===== config.mk =====
export PLATFORM = sky130hd
export DESIGN_NAME = fetch_ctrl
export DESIGN_NICKNAME = d
export VERILOG_FILES = /design/src/rtl/tomasulo_pkg.sv /design/src/rtl/fetch_queue.sv /design/src/rtl/fetch_ctrl.sv
export SDC_FILE = /design/constraint.sdc
export NUM_CORES = 1
export LEC_CHECK = 0
export BUFFER_PORTS_ARGS = -buffer_cell sky130_fd_sc_hd__buf_2
export CAP_MARGIN = 20
export CORE_ASPECT_RATIO = 0.8
export CORE_MARGIN = 2
export CORE_UTILIZATION = 50
export DETAILED_ROUTE_END_ITERATION = 12
export MAX_ROUTING_LAYER = met4
export PLACE_DENSITY = 0.71
export SETUP_SLACK_MARGIN = 0.02
export SLEW_MARGIN = 20
export SYNTH_ARGS = -nofsm -noshare
export SYNTH_HDL_FRONTEND = slang
export SYNTH_HIERARCHICAL = 1
export SYNTH_SLANG_ARGS = --single-unit

===== constraint.sdc =====
create_clock -name clk -period 10.9 [get_ports clk]
set_clock_uncertainty 0.15 [all_clocks]
set_input_delay 1.09 -clock clk [delete_from_list [all_inputs] [get_ports clk]]
set_output_delay 1.09 -clock clk [all_outputs]
set_load 0.005 [all_outputs]

===== src/rtl/tomasulo_pkg.sv =====
// ---------------------------------------------------------------------------
// tomasulo_pkg : widths, halt encoding and fetch-queue entry type.  Rev 1.0
// ---------------------------------------------------------------------------
`default_nettype none

package tomasulo_pkg;

  localparam int INSTR_W = 32;
  localparam int ADDR_W  = 32;

  localparam logic [INSTR_W-1:0] HALT_WORD = 32'hFC00_0000;

  typedef struct packed {
    logic [ADDR_W-1:0]  pc;
    logic [INSTR_W-1:0] instr;
  } fetch_entry_t;

endpackage

`default_nettype wire


===== src/rtl/fetch_queue.sv =====
// ---------------------------------------------------------------------------
// fetch_queue : DEPTH-entry circular FIFO of fetch entries with flush. Rev 1.0
// ---------------------------------------------------------------------------
`default_nettype none

module fetch_queue
  import tomasulo_pkg::*;
#(
  parameter int DEPTH = 4,
  parameter int PTR_W = $clog2(DEPTH)
) (
  input  logic           clk,
  input  logic           rst,
  input  logic           i_push,
  input  fetch_entry_t   i_push_data,
  input  logic           i_pop,
  input  logic           i_flush,
  output logic           o_full,
  output logic           o_empty,
  output logic [PTR_W:0] o_count,
  output fetch_entry_t   o_head
);

  fetch_entry_t     r_mem [DEPTH];
  logic [PTR_W-1:0] r_head;
  logic [PTR_W-1:0] r_tail;
  logic [PTR_W:0]   r_count;
  logic             w_push;
  logic             w_pop;

  assign o_full  = (r_count == (PTR_W+1)'(DEPTH));
  assign o_empty = (r_count == '0);
  assign o_count = r_count;
  assign w_push  = i_push && !o_full;
  assign w_pop   = i_pop && !o_empty;

  // Pointers wrap for free because DEPTH is a power of two.
  always_ff @(posedge clk or posedge rst) begin
    if (rst) begin
      r_head  <= '0;
      r_tail  <= '0;
      r_count <= '0;
    end else if (i_flush) begin
      r_head  <= '0;
      r_tail  <= '0;
      r_count <= '0;
    end else begin
      if (w_push) r_tail <= r_tail + 1'b1;
      if (w_pop)  r_head <= r_head + 1'b1;
      r_count <= r_count + {{PTR_W{1'b0}}, w_push} - {{PTR_W{1'b0}}, w_pop};
    end
  end

  always_ff @(posedge clk) begin
    if (w_push && !i_flush) r_mem[r_tail] <= i_push_data;
  end

  assign o_head = o_empty ? '0 : r_mem[r_head];

endmodule

`default_nettype wire


===== src/rtl/fetch_ctrl.sv =====
// ---------------------------------------------------------------------------
// fetch_ctrl : PC sequencing, ROM read control, halt/fault and redirect. Rev 1.0
// ---------------------------------------------------------------------------
`default_nettype none

module fetch_ctrl #(
  parameter int          DEPTH     = 4,
  parameter int          ROM_BYTES = 100,
  parameter logic [31:0] RESET_PC  = 32'h0,
  parameter logic [31:0] HALT_WORD = tomasulo_pkg::HALT_WORD
) (
  input  logic                             clk,
  input  logic                             rst,
  output logic                             rom_nrd,
  output logic [tomasulo_pkg::ADDR_W-1:0]  rom_addr,
  input  logic [tomasulo_pkg::INSTR_W-1:0] rom_data,
  output logic                             out_valid,
  output logic [tomasulo_pkg::INSTR_W-1:0] out_instr,
  output logic [tomasulo_pkg::ADDR_W-1:0]  out_pc,
  input  logic                             out_ready,
  input  logic                             redirect,
  input  logic [tomasulo_pkg::ADDR_W-1:0]  redirect_pc,
  output logic                             halted,
  output logic                             fetch_fault
);

  import tomasulo_pkg::*;

  localparam int                PTR_W     = $clog2(DEPTH);
  localparam logic [ADDR_W-1:0] C_LAST_PC = ADDR_W'(ROM_BYTES - 4);

  logic [ADDR_W-1:0] r_pc;
  logic              r_halted;
  logic              r_fault;
  logic              w_pc_ok;
  logic              w_fetch_en;
  logic              w_pop;
  logic              w_full;
  logic              w_empty;
  logic [PTR_W:0]    w_count;
  fetch_entry_t      w_push_data;
  fetch_entry_t      w_head;

  assign w_pc_ok     = (r_pc <= C_LAST_PC);
  // Reset is folded in so the ROM stays deselected while reset is held.
  assign w_fetch_en  = !rst && !redirect && !r_halted && !r_fault && !w_full && w_pc_ok;
  assign w_pop       = out_valid && out_ready;
  assign w_push_data = '{pc: r_pc, instr: rom_data};

  fetch_queue #(
    .DEPTH (DEPTH)
  ) u_queue (
    .clk         (clk),
    .rst         (rst),
    .i_push      (w_fetch_en),
    .i_push_data (w_push_data),
    .i_pop       (w_pop),
    .i_flush     (redirect),
    .o_full      (w_full),
    .o_empty     (w_empty),
    .o_count     (w_count),
    .o_head      (w_head)
  );

  always_ff @(posedge clk or posedge rst) begin
    if (rst) begin
      r_pc     <= RESET_PC;
      r_halted <= 1'b0;
      r_fault  <= 1'b0;
    end else if (redirect) begin
      r_pc     <= {redirect_pc[ADDR_W-1:2], 2'b00};
      r_halted <= 1'b0;
      r_fault  <= 1'b0;
    end else begin
      if (w_fetch_en) begin
        r_pc <= r_pc + 32'd4;
        if (rom_data == HALT_WORD) r_halted <= 1'b1;
      end
      if (!r_halted && !w_pc_ok) r_fault <= 1'b1;
    end
  end

  assign rom_nrd     = ~w_fetch_en;
  assign rom_addr    = r_pc;
  assign out_valid   = !w_empty;
  assign out_instr   = w_head.instr;
  assign out_pc      = w_head.pc;
  assign halted      = r_halted;
  assign fetch_fault = r_fault;

  a_count_bound: assert property (@(posedge clk) disable iff (rst)
    w_count <= (PTR_W+1)'(DEPTH));

endmodule

`default_nettype wire


==> run_results.csv, run 1 <==
group,metric,value,unit
status,outcome,"finished, final reports clean",
critical_path,path_cells,"buf_4 > mux4_2 > nor2b_1 > buf_2",
synth,yosysTopAreaCell,"edfxtp_1",
placed_design,routabilityCongestion,0.787,
clock_tree,path_clk_slew,0.06,ns
route,drcViolationCount,0,
layout,drive_above_1_share,40.7,%
synth,ys_seq_area_share,74.5,%
power,vdd_drop_max,0.000122,V
critical_path,startpoint,"u_queue/r_head[0]",
timing,setup_ws,6.58,ns
timing,rsz0062_at_grt,"false",
synth,synth.avg_cell_area,20.3,µm²
critical_path,crit_path_end,"out_pc[12]",
die,die_y,140,µm
synth,ys_types,42,
critical_path,cp-start-kind,"flip-flop",
layout,multi_input_comb_area,0.00281,mm²
route,vias,5972,
synth,synth_enable_flop_cells,256,
clock_tree,numCtsBuffers,29,
job,maxCapViolCount,0,
clock_tree,htree_levels,1,
global_route,track_usage,19.8,%
synth,synth-adder-area-share,1.03,%
die,rows,49,
timing,hold_viol_final,0,
clock_tree,ctsHoldBuffers,0,
global_route,grt_pass1_wl,36300,µm
die,dieArea,0.0245,mm²
route,drt_wl_total,23200,µm
die,fp.dieW,175,µm
critical_path,critPathKind,"flip-flop to primary output",
global_route,grt.overflow.total,0,
timing,slew_headroom,32.5,%
route,wire_per_inst,21.3,µm
clock_tree,clock_path_buffers,3,
synth,yosysTopAreaCellShare,66.1,%
timing,setup_viol,0,
critical_path,reg2reg_from,"rom_addr[22]",
critical_path,r2r-end,"u_queue/o_count[2]",
global_route,antenna_found_initial,1,
placed_design,post-place-ws,6.80,ns
critical_path,crit_fanout,44,
die,start_util,51.3,%
critical_path,critPathSlowestCell,"buf_4",
synth,synth_seq_cells,295,
critical_path,critPathRequiredTime,9.66,ns
synth,synth_xor_area_share,0.301,%
clock_tree,cts_tree,"done",
route,vias_per_cell,5.50,
clock_tree,cts_root_buffer,"clkbuf_16",
timing,max_clock_freq,232,MHz
timing,worst_pin_slew,1.01,ns
global_route,grt_max_degree,69,
clock_tree,clk_latency,0.54,ns
critical_path,rr_worst_depth,14,
layout,layout_common_cells,"256 x edfxtp_1, 163 x buf_2, 67 x nor2b_1",
timing,slew_viol_final,0,
hold_path,hp-class,"input pin to async pin",
placed_design,dpl.hpwl,13900,µm
synth,synth_area_leaders,"edfxtp_1 66%, mux4_2 12%, dfrtp_1 8.4%",
layout,layout_commonest_cell,"edfxtp_1",
critical_path,arrival,3.08,ns
global_route,grt_pass1_vias,6315,
clock_tree,ctsResizeCount,0,
route,dr.pass1.iters,5,
placed_design,numPortBuffers,163,
synth,ys.flop_type,"edfxtp_1",
critical_path,crit_path_max_incr_delay,0.78,ns
synth,syn-cell-area,0.0116,mm²
layout,areaGrowthSynthToFinish,18.1,%
route,dr.first_iter.drc_count,473,
critical_path,r2r_slack,6.98,ns
die,core,0.0227,mm²
layout,nNetsFinal,836,
synth,synth_compound_area_share,0.828,%
synth,synth_cells,573,
route,ant_nets,0,
timing,timing.final.crit_share,39.6,%
clock_tree,cts_setup_buffers,0,
synth,synth-async-reset-ratio,13.2,%
timing,finalSetupTns,0,ns
power,power_density,166,mW/mm²
synth,ys_warn_count,6,
critical_path,crit_path_end_kind,"primary output",
layout,fillCellCount,1721,
die,io_pins,168,
power,p_leak,0.00487,µW
synth,synth_top_family_by_area,"multiplexers",
timing,final.min_clock_period,4.32,ns
layout,ff_latch_area,0.00867,mm²
synth,synth-simple-area-share,6.27,%
clock_tree,cts.sinks,295,
synth,synthMuxAreaShare,15.2,%
[report_power, final]
group,switching [µW],internal [µW]
logic,29.4,28.7
registers,22.3,1250
clock network,393,562
[per-layer routing]
layer	global-route usage (%)	vias up	wire length, µm
li1	-	2633	-
met1	26.9	3120	10000
met2	31.9	190	11400
met3	3.91	29	1420
met4	3.60	0	317
met5	-	-	0
[flip-flops by register name, summed over array words and instances (netlist names)]
signal           cells
rom_addr            30
u_queue/o_count      3
halted               1
fetch_fault          1
u_queue/r_head       2
u_queue/r_mem      256
u_queue/r_tail       2
[cell families after synthesis]
group	count (synthesis)
AO/OA/AOI/OAI	14
XOR/XNOR	4
adder cells (fa/ha/maj)	9
buffers and inverters	42
flip-flops	295
multiplexers	93
other	1
AND/OR/NAND/NOR	115
[through the flow]
step | utilization (%) | hold slack [ns] | power (µW) | instances | instance area, µm²
global placement | 56.5 | 0.370 | 1340 | 1034 | 12800
global route | 60.6 | 0.365 | 2360 | 1086 | 13700
floorplan | - | 0.372 | 1310 | 582 | 11700
detailed placement | 56.5 | 0.404 | 1350 | 1034 | 12800
finish | 60.6 | 0.362 | 2280 | 1086 | 13700
CTS | 60.5 | 0.342 | 2300 | 1085 | 13700
[Yosys cell counts, drive strengths merged (2+ instances only)]
| library cell | count |
|---|---|
| nand4 | 4 |
| or3 | 2 |
| xnor2 | 2 |
| o21ai | 4 |
| nand2b | 5 |
| dfrtp | 39 |
| clkbuf | 10 |
| mux4 | 64 |
| mux2 | 28 |
| inv | 13 |
| nor4 | 13 |
| edfxtp | 256 |
| xor2 | 2 |
| nor2b | 67 |
| nor3b | 6 |
| nor3 | 4 |
| nor2 | 6 |
| buf | 19 |
| ha | 8 |
| a21oi | 4 |
| nand2 | 5 |
[how the worst min path moves through the flow]
stage,endpoint,start,cells after the start
floorplan,halted,halted,2
global placement,fetch_fault,fetch_fault,2
detailed placement,fetch_fault,fetch_fault,2
CTS,u_queue/r_head[0],rst,2
global route,u_queue/r_head[0],rst,2
finish,u_queue/r_tail[0],rst,2
[critical path: cells and delay by family (launching register included)]
family | cells | cell delay (ns)
buffers and inverters | 2 | 0.96
flip-flops | 1 | 0.74
AND/OR/NAND/NOR | 1 | 0.17
multiplexers | 1 | 0.59
[final cells by class]
| class | count | share of cell area (%) |
|---|---|---|
| diodes | 1 | 0.0182 |
| clock buffers | 42 | 5.93 |
| clock inverters | 9 | 0.720 |
| inverters | 13 | 0.355 |
| multi-input cells | 245 | 20.5 |
| flip-flops and latches | 295 | 63.1 |
| well taps | 306 | 2.79 |
| repair buffers | 175 | 6.59 |
Note: power is estimated with default switching activity, not from simulation.
==> run 2: changes to the inputs <==
==> constraint.sdc (replaced) <==
create_clock -name clk -period 4.4 [get_ports clk]
set_clock_uncertainty 0.15 [all_clocks]
set_input_delay 0.44 -clock clk [delete_from_list [all_inputs] [get_ports clk]]
set_output_delay 0.44 -clock clk [all_outputs]
set_load 0.005 [all_outputs]
==> run_results.csv, run 2 (synthesized netlist as in run 1, its figures left out) <==
group,metric,value,unit
die,die_y,140,µm
global_route,antenna_found_initial,0,
timing,slew_viol_final,0,
layout,drive_above_1_share,39.2,%
route,dr.first_iter.drc_count,461,
placed_design,routabilityCongestion,0.739,
global_route,grt.overflow.total,0,
placed_design,placed_area,0.0129,mm²
placed_design,post-place-ws,0.608,ns
route,ant_nets,0,
route,drt_wl_total,23700,µm
layout,utilization,63.0,%
job,maxCapViolCount,0,
critical_path,crit_path_end_kind,"flip-flop",
power,vdd_drop_max,0.000268,V
die,rows,49,
clock_tree,cts_root_buffer,"clkbuf_16",
timing,max_clock_freq,263,MHz
clock_tree,cts.sinks,295,
global_route,track_usage,20.2,%
route,vias_per_cell,5.40,
critical_path,r2r_slack,0.60,ns
power,p_leak,0.00514,µW
clock_tree,htree_levels,1,
layout,top_register,"u_queue/r_mem",
critical_path,critPathRequiredTime,4.69,ns
layout,num_antenna_cells,0,
clock_tree,path_clk_slew,0.06,ns
hold_path,hp-class,"input pin to flip-flop",
layout,layout_common_cells,"256 x edfxtp_1, 163 x buf_2, 67 x nor2b_1",
timing,setup_viol,0,
placed_design,dpl.hpwl,14200,µm
timing,slew_headroom,33.6,%
route,vias,6142,
die,dieArea,0.0245,mm²
route,drcViolationCount,0,
timing,setup_ws,0.598,ns
layout,largest_reg_flops,256,
timing,hold_viol_final,0,
die,io_pins,168,
timing,timing.final.crit_share,86.4,%
timing,hold_ws,0.0127,ns
clock_tree,ctsHoldBuffers,49,
critical_path,crit_fanout,7,
die,fp.dieW,175,µm
layout,final_area,0.0143,mm²
clock_tree,cts_tree,"done",
clock_tree,clk_latency,0.53,ns
clock_tree,ctsResizeCount,0,
layout,nNetsFinal,887,
global_route,grt_max_degree,68,
route,dr.pass1.iters,4,
global_route,grt_pass1_vias,6447,
layout,layout_commonest_cell,"edfxtp_1",
clock_tree,numCtsBuffers,29,
placed_design,numPortBuffers,163,
die,start_util,51.3,%
timing,final.min_clock_period,3.80,ns
critical_path,critPathKind,"flip-flop to flip-flop",
layout,areaGrowthSynthToFinish,22.8,%
critical_path,arrival,4.09,ns
timing,worst_pin_slew,0.996,ns
power,power_density,400,mW/mm²
status,outcome,"finished, final reports clean",
clock_tree,clock_path_buffers,3,
clock_tree,cts_setup_buffers,0,
route,wire_per_inst,20.8,µm
timing,rsz0062_at_grt,"false",
critical_path,cp-start-kind,"flip-flop",
global_route,grt_pass1_wl,36400,µm
die,core,0.0227,mm²
==> run 2: stage by stage <==
| stage | power [µW] | instances | setup TNS, ns |
|---|---|---|---|
| finish | 5710 | 1138 | 0 |
| global route | 5900 | 1138 | 0 |
| CTS | 5760 | 1138 | 0 |
| detailed placement | 3350 | 1036 | 0 |
| global placement | 3330 | 1036 | 0 |
| floorplan | 3240 | 582 | -111.01 |
==> run 2: routing by layer <==
| layer | vias up | wire, µm | share of wire (%) | global-route usage, % |
|---|---|---|---|---|
| li1 | 2738 | - | - | - |
| met1 | 3129 | 9970 | 42 | 26.9 |
| met2 | 245 | 11700 | 49 | 32.8 |
| met3 | 30 | 1670 | 7.1 | 4.40 |
| met4 | 0 | 343 | 1.4 | 3.90 |
| met5 | - | 0 | 0 | - |
==> run 2: cell type report <==
type,count,area (µm²)
flip-flops and latches,295,8670
clock inverters,17,141
well taps,306,383
fillers,1606,8400
multi-input cells,245,2840
inverters,13,48.8
repair buffers,226,1410
clock buffers,36,793
==> run 2: report_power, final <==
| group | switching [µW] | internal [µW] | leakage [µW] |
|---|---|---|---|
| clock network | 999 | 1390 | 0.000464 |
| registers | 54.8 | 3090 | 0.00277 |
| logic | 81.8 | 99.4 | 0.00190 |
| total | 1140 | 4580 | 0.00514 |
==> run 2: path summary, 6_finish.rpt <==
check	startpoint	end	depth (start not counted)
max in group asynchronous	rst	rom_addr[19]	4
max reg2reg	rom_addr[27]	u_queue/o_count[2]	14
max	rom_addr[27]	u_queue/o_count[2]	14
min	rom_data[4]	u_queue/r_mem[0][4]	1
min reg2reg	rom_addr[21]	u_queue/r_mem[0][53]	0
min in group asynchronous	rst	u_queue/o_count[1]	3
==> run 2: worst max-delay path, cell delays in order, from the launching register on <==
cell	delay (ns)
dfrtp_1	0.46
nor4_2	0.50
o2111ai_2	0.26
nor3b_4	0.39
nand2b_1	0.12
inv_1	0.10
nand2b_1	0.29
ha_1	0.39
inv_1	0.06
ha_1	0.13
inv_1	0.05
fa_1	0.37
xor2_1	0.16
and2_1	0.17
nor3_1	0.12
